## src/rtl/program_loader.sv

```systemverilog
// Streams a length-prefixed image into instruction memory and holds the core in reset until it is complete.
// Optional trailing checksum verification is enabled by defining LOADER_CHECKSUM_EN.
module program_loader #(
    parameter int unsigned ADDR_WIDTH = 8,
    parameter int unsigned DATA_WIDTH = 8
) (
    input  logic                  clock,
    input  logic                  reset,
    input  logic                  start,
    input  logic [DATA_WIDTH-1:0] in_data,
    input  logic                  in_valid,
    output logic                  in_ready,
    output logic                  imem_we,
    output logic [ADDR_WIDTH-1:0] imem_addr,
    output logic [DATA_WIDTH-1:0] imem_wdata,
    output logic                  core_reset,
    output logic                  busy,
    output logic                  done,
    output logic                  error,
    output logic [ADDR_WIDTH:0]   words_loaded
);

    localparam int unsigned CNT_W = ADDR_WIDTH + 1;
    localparam logic [CNT_W-1:0] FULL_N = {1'b1, {ADDR_WIDTH{1'b0}}};

    typedef enum logic [2:0] {
        S_IDLE,
        S_LEN,
        S_LOAD,
        S_CHECK,
        S_DONE,
        S_ERROR
    } state_e;

    state_e                state_q, state_d;
    logic [CNT_W-1:0]      count_q, count_d;
    logic [CNT_W-1:0]      n_q, n_d;
    logic [ADDR_WIDTH-1:0] addr_q, addr_d;
    logic [DATA_WIDTH-1:0] wdata_q, wdata_d;
    logic                  we_q, we_d;
    logic                  ready_q, ready_d;
    logic                  busy_q, busy_d;
    logic                  done_q, done_d;
    logic                  core_reset_q, core_reset_d;
    logic                  xfer;
    logic                  restart;
    logic [CNT_W-1:0]      count_inc;

    assign xfer      = in_valid & ready_q;
    assign restart   = start & ((state_q == S_IDLE) | (state_q == S_DONE) | (state_q == S_ERROR));
    assign count_inc = count_q + CNT_W'(1);

`ifdef LOADER_CHECKSUM_EN
    logic [DATA_WIDTH-1:0] sum_q, sum_d;
    logic                  error_q, error_d;

    // Running modulo-2^DATA_WIDTH sum of accepted payload bytes
    always_comb begin
        sum_d = sum_q;
        if (restart) begin
            sum_d = '0;
        end else if ((state_q == S_LOAD) && xfer) begin
            sum_d = sum_q + in_data;
        end
    end
`endif

    always_comb begin
        state_d = state_q;
        count_d = count_q;
        n_d     = n_q;
        addr_d  = addr_q;
        wdata_d = wdata_q;
        we_d    = 1'b0;
        case (state_q)
            S_IDLE, S_DONE, S_ERROR: begin
                if (start) begin
                    state_d = S_LEN;
                    count_d = '0;
                end
            end
            S_LEN: begin
                if (xfer) begin
                    n_d     = (in_data == '0) ? FULL_N : CNT_W'(in_data);
                    state_d = S_LOAD;
                end
            end
            S_LOAD: begin
                if (xfer) begin
                    addr_d  = count_q[ADDR_WIDTH-1:0];
                    wdata_d = in_data;
                    we_d    = 1'b1;
                    count_d = count_inc;
                    if (count_inc == n_q) begin
`ifdef LOADER_CHECKSUM_EN
                        state_d = S_CHECK;
`else
                        state_d = S_DONE;
`endif
                    end
                end
            end
`ifdef LOADER_CHECKSUM_EN
            S_CHECK: begin
                if (xfer) begin
                    state_d = (in_data == sum_q) ? S_DONE : S_ERROR;
                end
            end
`endif
            default: state_d = S_IDLE;
        endcase
    end

    // Status flags are registered from the next state so they line up with the state register
    assign ready_d      = (state_d == S_LEN) | (state_d == S_LOAD) | (state_d == S_CHECK);
    assign busy_d       = ready_d;
    assign done_d       = (state_d == S_DONE);
    assign core_reset_d = (state_d != S_DONE);

    always_ff @(posedge clock or posedge reset) begin
        if (reset) begin
            state_q      <= S_IDLE;
            count_q      <= '0;
            n_q          <= '0;
            addr_q       <= '0;
            wdata_q      <= '0;
            we_q         <= 1'b0;
            ready_q      <= 1'b0;
            busy_q       <= 1'b0;
            done_q       <= 1'b0;
            core_reset_q <= 1'b1;
        end else begin
            state_q      <= state_d;
            count_q      <= count_d;
            n_q          <= n_d;
            addr_q       <= addr_d;
            wdata_q      <= wdata_d;
            we_q         <= we_d;
            ready_q      <= ready_d;
            busy_q       <= busy_d;
            done_q       <= done_d;
            core_reset_q <= core_reset_d;
        end
    end

`ifdef LOADER_CHECKSUM_EN
    assign error_d = (state_d == S_ERROR);

    always_ff @(posedge clock or posedge reset) begin
        if (reset) begin
            sum_q   <= '0;
            error_q <= 1'b0;
        end else begin
            sum_q   <= sum_d;
            error_q <= error_d;
        end
    end

    assign error = error_q;
`else
    assign error = 1'b0;
`endif

    assign in_ready     = ready_q;
    assign imem_we      = we_q;
    assign imem_addr    = addr_q;
    assign imem_wdata   = wdata_q;
    assign core_reset   = core_reset_q;
    assign busy         = busy_q;
    assign done         = done_q;
    assign words_loaded = count_q;

endmodule

```

## config.mk

```make
export PLATFORM = sky130hd
export DESIGN_NAME = program_loader
export DESIGN_NICKNAME = d
export VERILOG_FILES = /design/src/rtl/program_loader.sv
export SDC_FILE = /design/constraint.sdc
export NUM_CORES = 1
export LEC_CHECK = 0
export CAP_MARGIN = 15
export CORE_MARGIN = 2
export CORE_UTILIZATION = 48
export CTS_CLUSTER_DIAMETER = 150
export DETAILED_ROUTE_END_ITERATION = 8
export GPL_ROUTABILITY_DRIVEN = 0
export GPL_TIMING_DRIVEN = 0
export PLACE_DENSITY = 0.76
export SYNTH_ARGS = -nofsm -noshare
export SYNTH_HDL_FRONTEND = slang
export SYNTH_SLANG_ARGS = --single-unit
```

## constraint.sdc

```tcl
create_clock -name clock -period 5.7 [get_ports clock]
set_clock_uncertainty 0.2 [all_clocks]
set_input_delay 0.855 -clock clock [delete_from_list [all_inputs] [get_ports clock]]
set_output_delay 0.855 -clock clock [all_outputs]
set_load 0.01 [all_outputs]
```

==> impl_results.md <==
* Core ar. at 4029 um^2
* Vias in the first global route at 1574
* Postcts setup bufs at 0
* Yosys Warn Count at 0
* Largest net degree at the start of global routing at 42
* Worst-path clk slew at 70 ps
* Final Util at 0.6472
* Placed inst area at 2487 um^2
* Top cells by area, synth: dfrtp_1, nand2_1, mux2_2
* CP max FO at 9
* Pins Over Slew Limit at 0
* Seq pwr share at 0.370
* Dpl ws at 2843 ps
* Clk buf depth at 2
* Mapped Nets at 222
* Hold WC Path Type: register to register
* Pwr Total at 1.227 mW
* Post-cts resize count at 0
* Psw at 0.4374 mW
* Fillers at 344
* Ys async rst share at 1.000
* Final WL at 4.351 mm
* Hold slack at 274.5 ps
* Clock Latency Late Sink at 300 ps
* Detailed-router iteration count before antenna repair at 4
* Die Wd at 68.78 um
* Synthesis-stage register bit count at 41
* Worst r2r dst: busy$_DFF_PP0_
* Synth cell count leaders: nand2_1, dfrtp_1, o21ai_0
* Final Instance Area at 2608 um^2
* Detail Route Antenna Nets at 0
* Post-synth EDFFs at 0
* Setup TNS at 0 ps
* # diodes at 0
* CP Data Required Time at 5690 ps
* Sequential area share after synthesis at 0.5099
* Antenna violations before repair at 0
* First-pass GRT wire length at 7.348 mm
* Vias at 1674
* DR vias/cell at 5.435
* DRC at 0
* Leak at 1.160 nW
* Cell with the most instances after synthesis: nand2_1
* Endpoints failing setup at 0
* WL per Instance at 14.13 um
* Dpl hpwl at 2.990 mm
* Syn Area/Cell at 9.638 um^2
* Final Non-Filler Cells at 308
* Layout cells sized above 1 at 0.1318
* Root buffer cell: clkbuf_8
* CTS Buf Count at 5
* Syn Std Cell Area at 2014 um^2
* RSZ-0062 raised after global routing: false
* Std cell rows at 23
* Die Area at 4731 um^2
* RR Startpoint: words_loaded[1]$_DFFE_PP0P_
* Critical path capture point type: register
* Post-synth top area cell: dfrtp_1
* Setup CP Type: primary input to register
* Status: finished, final reports clean
* Final worst setup slack at 3069 ps
* Total grt overflow at 0
* Starting Density at 0.5000
* Worst endpoint data arrival time at 2620 ps
* Fin nets at 270
* Final hold violation count at 0
* Min Tclk post-route at 2631 ps
* Post-synthesis cell type count at 44
* Die Y at 68.78 um
* Pint at 0.7893 mW
* Maximum capacitance violations at 0
* I/O pins at 43
* Ys flop type: dfrtp_1
* Sw frac at 0.3566
* Hold Path Sink: imem_addr[0]$_DFFE_PP0P_
* Pwr Density at 470.5 nW/um^2
* Dpl cells at 300
* Number of H-tree levels at 2
* Part of the power in the clock network at 0.199
* Hold Startpoint: imem_addr[0]$_DFFE_PP0P_
* Yosys top cell area share at 0.4969
* CTS tree: done
* Crit share post-route at 0.4616
* Total track usage at 0.2133
* Cells after Synth at 209
* DRT iter0 DRCs at 105
* Reg2Reg Depth at 7
* Gate power share at 0.431
* Hold Path Stages at 2
* Hold_buf cts at 0
* Area grow syn2layout at 29.44%
* Fmax at 0.3801 GHz
* Worst Tran Pin Value at 821.0 ps
* CTS sink count at 41
* R2r setup slk at 3300 ps
* Startpoint Class: primary input
* Port bufs at 41
* Max VDD drop at 0.3411 mV
* Slew HR at 0.4518
[worst max-delay path: stages]
cell,delay (ps)
clkdlybuf4s50_1,480
nand3_1,220
inv_1,100
a31oi_1,600
o21ai_0,240
o31ai_1,130
[registers in the layout, indices dropped and copies added (netlist names)]
| name | count |
|---|---|
| done | 1 |
| busy | 1 |
| imem_addr | 8 |
| n_q | 9 |
| imem_wdata | 8 |
| core_reset | 1 |
| words_loaded | 9 |
| state_q | 3 |
| imem_we | 1 |
[cell families (layout without fill, tap and decap cells)]
kind of cell	Yosys count	after routing	share of synthesized area
other	1	1	0.001862
buffers and inverters	17	66	0.04224
XOR/XNOR	13	13	0.06025
adder cells (fa/ha/maj)	1	1	0.006210
AND/OR/NAND/NOR	93	93	0.2193
AO/OA/AOI/OAI	35	35	0.1155
multiplexers	8	8	0.04472
flip-flops	41	41	0.5099
[power groups by stage]
stage	clock network, mW	logic (mW)	registers, mW
after floorplan	0	0.286	0.479
after detailed placement	0	0.526	0.457
final	0.244	0.529	0.454
after CTS	0.249	0.533	0.453
after global routing	0.260	0.587	0.467
after global placement	0	0.519	0.457
[layout make-up]
class	count	area (um^2)	share of cell area
plain buffers	12	66.31	0.02543
clock buffers	6	82.58	0.03167
clock inverters	2	37.54	0.01440
inverters	5	18.77	0.007198
multi-input cells	151	902.1	0.3460
flip-flops and latches	41	1027	0.3940
well taps	50	62.56	0.02399
repair buffers	41	410.4	0.1574
[placed cells by master, fill, tap and decap left out, types with 2 or more instances in the layout]
| master | count |
|---|---|
| nand2b_1 | 2 |
| o31ai_1 | 5 |
| a21oi_1 | 4 |
| nand3_1 | 8 |
| clkbuf_8 | 6 |
| xor2_1 | 4 |
| mux2_2 | 8 |
| o41ai_1 | 2 |
| o31a_1 | 2 |
| clkbuf_1 | 5 |
| clkdlybuf4s50_1 | 41 |
| a22o_1 | 2 |
| xnor2_1 | 8 |
| nor2_1 | 5 |
| nand2_1 | 57 |
| inv_1 | 4 |
| dfrtp_1 | 40 |
| nand4_1 | 4 |
| o21ai_0 | 11 |
| nor4_1 | 4 |
| buf_4 | 5 |
| a31oi_1 | 3 |
| buf_2 | 2 |
[worst max path at each step]
stage	startpoint	to	slack (ps)	cells after the start
floorplan	words_loaded[1]$_DFFE_PP0P_	busy$_DFF_PP0_	3510	7
detailed placement	in_valid	n_q[2]$_DFFE_PP0P_	2840	4
CTS	in_valid	words_loaded[3]$_DFFE_PP0P_	3090	6
global route	in_valid	words_loaded[3]$_DFFE_PP0P_	2920	6
global placement	in_valid	words_loaded[7]$_DFFE_PP0P_	2860	6
finish	in_valid	words_loaded[3]$_DFFE_PP0P_	3070	6
[metal layers]
metal  wire, um  vias up  global-route usage
met4        101        0             0.09069
met1       1946      795              0.2863
met3        256       10             0.05357
met2       2047       56              0.3293
met5          0        -                   0
li1           -      813                   -
Power figures use the tool's default switching activity.
